--- src/rtl/mult2_accum.sv ---
// Multiply-accumulate back end for the 2-bit multiplier: sums 4-bit products
// into a registered accumulator and hands the result off over valid/ready.
module mult2_accum #(
    parameter int ACC_W     = 8,
    parameter int MAX_TERMS = 16,
    parameter int SATURATE  = 1,
    localparam int CNT_W    = $clog2(MAX_TERMS + 1)
) (
    input  logic             clk,
    input  logic             rst_n,
    input  logic [3:0]       prod,
    input  logic             in_valid,
    input  logic             in_last,
    output logic             in_ready,
    output logic [ACC_W-1:0] acc_out,
    output logic             acc_ovf,
    output logic [CNT_W-1:0] acc_cnt,
    output logic             out_valid,
    input  logic             out_ready
);

    typedef enum logic [1:0] {
        S_IDLE,
        S_ACC,
        S_DONE
    } state_t;

    state_t             r_state;
    state_t             w_state_nxt;
    logic [ACC_W-1:0]   r_acc;
    logic [ACC_W-1:0]   w_acc_nxt;
    logic               r_ovf;
    logic               w_ovf_nxt;
    logic [CNT_W-1:0]   r_cnt;
    logic [CNT_W-1:0]   w_cnt_nxt;
    logic               r_out_valid;
    logic               w_out_valid_nxt;
    logic               r_in_ready;
    logic               w_in_ready_nxt;

    logic               w_in_beat;
    logic               w_out_beat;
    logic [ACC_W:0]     w_sum;
    logic [CNT_W-1:0]   w_cnt_inc;
    logic               w_close_first;
    logic               w_close_acc;

    assign w_in_beat  = in_valid & r_in_ready;
    assign w_out_beat = r_out_valid & out_ready;
    assign w_sum      = {1'b0, r_acc} + {{(ACC_W-3){1'b0}}, prod};
    assign w_cnt_inc  = r_cnt + CNT_W'(1);

    assign w_close_first = in_last || (MAX_TERMS == 1);
    assign w_close_acc   = in_last || (w_cnt_inc == CNT_W'(MAX_TERMS));

    always_ff @(posedge clk or negedge rst_n) begin
        if (!rst_n) begin
            r_state     <= S_IDLE;
            r_acc       <= '0;
            r_ovf       <= 1'b0;
            r_cnt       <= '0;
            r_out_valid <= 1'b0;
            r_in_ready  <= 1'b0;
        end else begin
            r_state     <= w_state_nxt;
            r_acc       <= w_acc_nxt;
            r_ovf       <= w_ovf_nxt;
            r_cnt       <= w_cnt_nxt;
            r_out_valid <= w_out_valid_nxt;
            r_in_ready  <= w_in_ready_nxt;
        end
    end

    always_comb begin
        w_state_nxt = r_state;
        unique case (r_state)
            S_IDLE: begin
                if (w_in_beat) begin
                    w_state_nxt = w_close_first ? S_DONE : S_ACC;
                end
            end
            S_ACC: begin
                if (w_in_beat) begin
                    w_state_nxt = w_close_acc ? S_DONE : S_ACC;
                end
            end
            S_DONE: begin
                if (w_out_beat) begin
                    w_state_nxt = S_IDLE;
                end
            end
            default: w_state_nxt = S_IDLE;
        endcase
    end

    // Result registers hold through DONE and IDLE until the next first-term load.
    always_comb begin
        w_acc_nxt = r_acc;
        w_ovf_nxt = r_ovf;
        w_cnt_nxt = r_cnt;
        unique case (r_state)
            S_IDLE: begin
                if (w_in_beat) begin
                    w_acc_nxt = {{(ACC_W-4){1'b0}}, prod};
                    w_ovf_nxt = 1'b0;
                    w_cnt_nxt = CNT_W'(1);
                end
            end
            S_ACC: begin
                if (w_in_beat) begin
                    w_cnt_nxt = w_cnt_inc;
                    if (w_sum[ACC_W]) begin
                        w_ovf_nxt = 1'b1;
                        w_acc_nxt = (SATURATE != 0) ? {ACC_W{1'b1}}
                                                    : w_sum[ACC_W-1:0];
                    end else begin
                        w_acc_nxt = w_sum[ACC_W-1:0];
                    end
                end
            end
            default: ;
        endcase
        w_out_valid_nxt = (w_state_nxt == S_DONE);
        w_in_ready_nxt  = (w_state_nxt != S_DONE);
    end

    assign in_ready  = r_in_ready;
    assign out_valid = r_out_valid;
    assign acc_out   = r_acc;
    assign acc_ovf   = r_ovf;
    assign acc_cnt   = r_cnt;

endmodule

--- config.mk ---
export PLATFORM = sky130hd
export DESIGN_NAME = mult2_accum
export DESIGN_NICKNAME = d
export VERILOG_FILES = /design/src/rtl/mult2_accum.sv
export SDC_FILE = /design/constraint.sdc
export NUM_CORES = 1
export LEC_CHECK = 0
export CAP_MARGIN = 10
export CORE_MARGIN = 2
export CORE_UTILIZATION = 40
export CTS_CLUSTER_DIAMETER = 150
export DETAILED_ROUTE_END_ITERATION = 16
export PLACE_DENSITY_LB_ADDON = 0.3
export SYNTH_ARGS = -nofsm -noshare
export SYNTH_HDL_FRONTEND = slang
export SYNTH_SLANG_ARGS = --single-unit
--- constraint.sdc ---
create_clock -name clk -period 2 [get_ports clk]
set_clock_uncertainty 0.15 [all_clocks]
set_input_delay 0.3 -clock clk [delete_from_list [all_inputs] [get_ports clk]]
set_output_delay 0.3 -clock clk [all_outputs]
set_load 0.01 [all_outputs]
; After elaboration in Yosys (flattened, before gate mapping)
; Index checks and enable logic that the tools add are counted.
[classes]
addsub = 2
eq_ne = 8
mux = 17
n_bitwise = 2
reduce_logical = 5
[ops]
columns = op, count
row1 = 8-bit 2-to-1 mux, 3
row2 = 8-bit case mux with 2 select lines, 1
row3 = 2-bit 2-to-1 mux, 5
row4 = 5-bit 2-to-1 mux, 2
row5 = 5-bit case mux with 2 select lines, 1
row6 = 8-bit by 4-bit adder with 9-bit output, 1
row7 = "2-bit inequality test, second input constant", 4
row8 = 2-bit case mux with 3 select lines, 1
row9 = "5-bit by 1-bit adder with 5-bit output, second input constant", 1
row10 = "5-bit == test, second input constant", 1
row11 = "2-bit == test, second input constant", 2
row12 = 4-bit AND reduction, 1
row13 = 1-bit 2-to-1 mux, 3
row14 = 3-bit AND reduction, 1
row15 = 1-bit AND, 2
row16 = "2-bit by 1-bit == test with 1-bit output, second input constant", 1
row17 = 2-bit logical NOT, 1
row18 = 1-bit case mux with 2 select lines, 1
row19 = 2-bit nonzero test, 1
row20 = 1-bit logical OR, 1
[totals]
ff_bits = 18
inputBits = 9
output_inout_bits = 16
word_cells = 40

; Longest topological paths before layout
[depth]
ltp_word = 7
depth_mapped = 7
depth_no_buf = 7

; Worst setup path before layout
; No wires, ideal clock.
[synth_path]
path_type = flip-flop to flip-flop
start = reg r_acc[0], in the netlist acc_out[0]
end = reg r_acc[5], in the netlist acc_out[5]
setup_ns = 0.073
arrival_ns = 1.717
t_required_ns = 1.777
setup_slack_ns = 0.060
path_stages_with_launch = 8
path_buffers = 0
synth_period_minus_slack_ns = 1.940
cell_sequence = dfrtp_1 -> ha_1 -> inv_1 -> fa_1 -> and2b_1 -> o211ai_1 -> a31o_1 -> a21oi_2
[synth_via]
elab_chain_len = 4
[synth_lines]
columns = item, line
row1 = start: declaration, 30  ; logic [ACC_W-1:0] r_acc;
row2 = start signal: assignment, 66  ; r_acc <= w_acc_nxt;
row3 = 8-bit by 4-bit adder with 9-bit output, 50  ; assign w_sum = {1'b0, r_acc} + {{(ACC_W-3){1'b0}}, prod};
row4 = 8-bit 2-to-1 mux, 112  ; if (w_sum[ACC_W]) begin
row5 = 8-bit 2-to-1 mux, 110  ; if (w_in_beat) begin
row6 = 8-bit case mux with 2 select lines, 101  ; unique case (r_state)
; Every way passes these cells. The select of a mux whose other input is x is not followed.
; A chain may end at the register's enable or synchronous reset.

; Worst setup path after layout
[layout_path]
start = in prod[3]
end = reg r_acc[7], in the netlist acc_out[7]
[layout_via]
elab_chain_len = 4
[layout_lines]
columns = item, line
row1 = start: declaration, 11  ; input logic [3:0] prod,
row2 = 8-bit by 4-bit adder with 9-bit output, 50
row3 = 8-bit 2-to-1 mux, 112
row4 = 8-bit 2-to-1 mux, 110
row5 = 8-bit case mux with 2 select lines, 101
; Every way passes these cells. The select of a mux whose other input is x is not followed.

==> flow_metrics.py <==
metrics = {
    "clocking": {
        "root_buffer": "clkbuf_4",
        "insertion_delay_ps": 290,
        "cts.sink_count": 18,
        "clkTransAtPathRegs_ps": 100,
        "clockBufferDepth": 2,
        "cts_buffers": 3,
        "htree_levels": 1,
        "cts_tree": "done",
    },
    "final_layout": {
        "final_net_count": 161,
        "instances_no_fill": 174,
        "insertedDiodeCount": 0,
        "drive_gt1_frac": 0.153,
        "area_growth_pct": 35.6,
    },
    "job": {
        "cap_violations": 0,
    },
    "route": {
        "initialDrtViolationCount": 18,
        "antenna_left": 0,
        "remaining_drc_errors": 0,
        "drt-wirelength-per-cell_um": 14.1,
        "vias": 975,
        "drtPass1Iterations": 4,
        "wirelength_um": 2450,
        "drt-vias-per-instance": 5.60,
    },
    "yosys": {
        "synth-compound-area-share": 0.271,
        "synthSimpleGateAreaFrac": 0.154,
        "syn-cell-area_um2": 1050,
        "synth-xor-area-share": 0.0166,
        "yosysUniqueCellTypes": 39,
        "yosys.area.top_type": "dfrtp_1",
        "ys_seq_elements": 18,
        "yosysWarnings": 0,
        "synthMostInstantiatedCell": "dfrtp_1",
        "ys_seq_area_frac": 0.428,
        "synth_cells": 111,
        "synth_top_area_frac": 0.428,
        "synth_edf_count": 0,
        "syn_nets": 126,
        "syn_area_per_cell_um2": 9.49,
        "async_flop_share": 1.00,
        "synth_top_family_by_area": "compound AO/OA/AOI/OAI gates",
        "synth-main-ff-cell": "dfrtp_1",
        "synthTopCellsByArea": "dfrtp_1, o21ai_0, ha_1",
        "synthAdderAreaFrac": 0.0784,
        "synthMuxAreaShare": 0.0190,
        "synth_commonest_cells": "dfrtp_1, o21ai_0, nand2_1",
    },
    "critical_path": {
        "critPathMaxStageDelay_ps": 440,
        "r2r_cells": 7,
        "startpoint": "prod[3]",
        "path_class": "in -> reg",
        "required_ps": 2040,
        "slowest_stage": "clkdlybuf4s50_1",
        "ff2ff_setup_slack_ps": 60,
        "start_kind": "input pin",
        "crit_fanout": 4,
        "rr_startpoint": "acc_out[0]$_DFFE_PN0P_",
        "reg2reg_to": "acc_out[5]$_DFFE_PN0P_",
        "worstPathArrival_ps": 2000,
        "end_kind": "flip-flop",
        "path_cells": "clkdlybuf4s50_1 -> ha_1 -> and3_4 -> a221o_1 -> a41o_1 -> o21a_1",
    },
    "floorplan": {
        "dieArea_um2": 3060,
        "io_pins": 25,
        "core_um2": 2480,
        "die_width_um": 55.3,
        "die_h_um": 55.3,
        "start_util": 0.425,
        "rows": 18,
    },
    "grt": {
        "antenna_found_initial": 0,
        "grt_max_degree": 19,
        "grtUsageTotal": 0.170,
        "grt-ovfl-total": 0,
        "grt_pass1_wl_um": 4220,
        "grt_pass1_vias": 935,
    },
    "timing": {
        "setup_slack_ps": 41.0,
        "tightest_slew_ps": 412,
        "setup_viol": 0,
        "hold_viol_final": 0,
        "relSlewSlack": 0.725,
        "tns_ps": 0,
        "final_max_slew_viol_count": 0,
        "period_share": 0.979,
        "min_period_ps": 1960,
        "fmax_mhz": 510,
        "rsz0062_at_grt": "no",
    },
    "power": {
        "p_switching_w": 0.000703,
        "p_comb_frac": 0.542,
        "p_clk_frac": 0.100,
        "leakage_nw": 0.633,
        "ir_drop_mv": 0.705,
        "p_int_w": 0.00106,
        "switching_share": 0.398,
        "seqPwrFrac": 0.357,
        "powerDensity_nw_per_um2": 1240,
    },
    "placement": {
        "gp_congestion": 0.872,
        "dp_slack_ps": -417,
        "port_buffers": 24,
        "dp_hpwl_um": 1790,
        "placedCellCount": 170,
    },
    "hold_path": {
        "hold_path_class": "in -> async",
    },
    "outcome": {
        "status": "finished clean",
    },
}
cells by family after synthesis:
group,after synthesis
xor gates and xnor gates,2
adders and majority gates,6
DFF,18
and+or+nand+nor,31
AOI/OAI and AO/OA,43
muxes,2
buffers and inverters,9
how the worst max path moves through the flow:
| stage | cells past startpoint | endpoint |
|---|---|---|
| after CTS | 6 | acc_out[7]$_DFFE_PN0P_ |
| final | 6 | acc_out[7]$_DFFE_PN0P_ |
| after global routing | 7 | acc_out[5]$_DFFE_PN0P_ |
| after global placement | 8 | acc_out[5]$_DFFE_PN0P_ |
| after floorplan | 7 | acc_out[5]$_DFFE_PN0P_ |
| after detailed placement | 8 | acc_out[5]$_DFFE_PN0P_ |
registers in the layout, summed over array words and instances, names as in the netlist:
register / count
r_state: 2
acc_ovf: 1
out_valid: 1
in_ready: 1
acc_out: 8
acc_cnt: 5
what timing repair did:
action | CTS | global route
gates resized for setup | 6 | 3
hold buffers | 0 | 0
pin swaps | 4 | 3
setup buffers | 0 | 1
endpoints found under the setup margin | 9 | 4
layout by cell type (no fill, tap or decap), types with 2 or more instances in the layout:
master           netlist  routed
nand2b_1               2       2
nor2_1                 2       2
o21ai_0               13      11
dfrtp_1               18      18
o21ai_1                1       2
buf_4                  0      10
nand2_1               11      11
a41o_1                 2       2
clkbuf_4               0       3
clkdlybuf4s50_1        0      22
a31oi_1                2       2
o21a_1                 4       4
nand3_1                3       3
mux2i_1                2       2
nand3b_1               2       2
a32o_1                 2       2
and3_1                 2       2
nor3_1                 4       4
inv_1                  5       5
ha_1                   5       4
a21oi_1                8       8
metal layers:
| metal | share of wire | up-vias | global-route usage |
|---|---|---|---|
| li1 | - | 484 | - |
| met3 | 0.037 | 4 | 0.0422 |
| met4 | 0.010 | 0 | 0.0697 |
| met2 | 0.48 | 20 | 0.262 |
| met1 | 0.47 | 467 | 0.227 |
| met5 | 0 | - | 0 |
worst max-delay path, delay by kind of cell:
kind	cells	cell delay [ps]
adders and majority gates	1	350
AOI/OAI and AO/OA	3	720
and+or+nand+nor	1	190
buffers and inverters	1	440
power groups by stage:
stage,clock [W],sequential (W),combinational [W]
global route,0.000202,0.000652,0.00105
detailed placement,0,0.000638,0.000918
finish,0.000177,0.000631,0.000957
CTS,0.000184,0.000630,0.000938
global placement,0,0.000630,0.000914
floorplan,0,0.000642,0.000490
cell type report:
| class | instances | area, um2 |
|---|---|---|
| clock buffer | 3 | 22.5 |
| timing repair buffer | 34 | 317 |
| inverter | 5 | 18.8 |
| tap | 30 | 37.5 |
| multi-input combinational | 84 | 583 |
| sequential | 18 | 450 |
| fill | 234 | 1050 |
metrics by stage:
step	power [W]	cell area [um2]	hold slack, ps	utilization
floorplan	0.00113	1050	-146	-
global placement	0.00154	1380	350	0.558
detailed placement	0.00156	1380	364	0.558
CTS	0.00175	1410	178	0.571
global route	0.00191	1430	195	0.577
finish	0.00177	1430	178	0.577
Power figures use the tool's default switching activity.
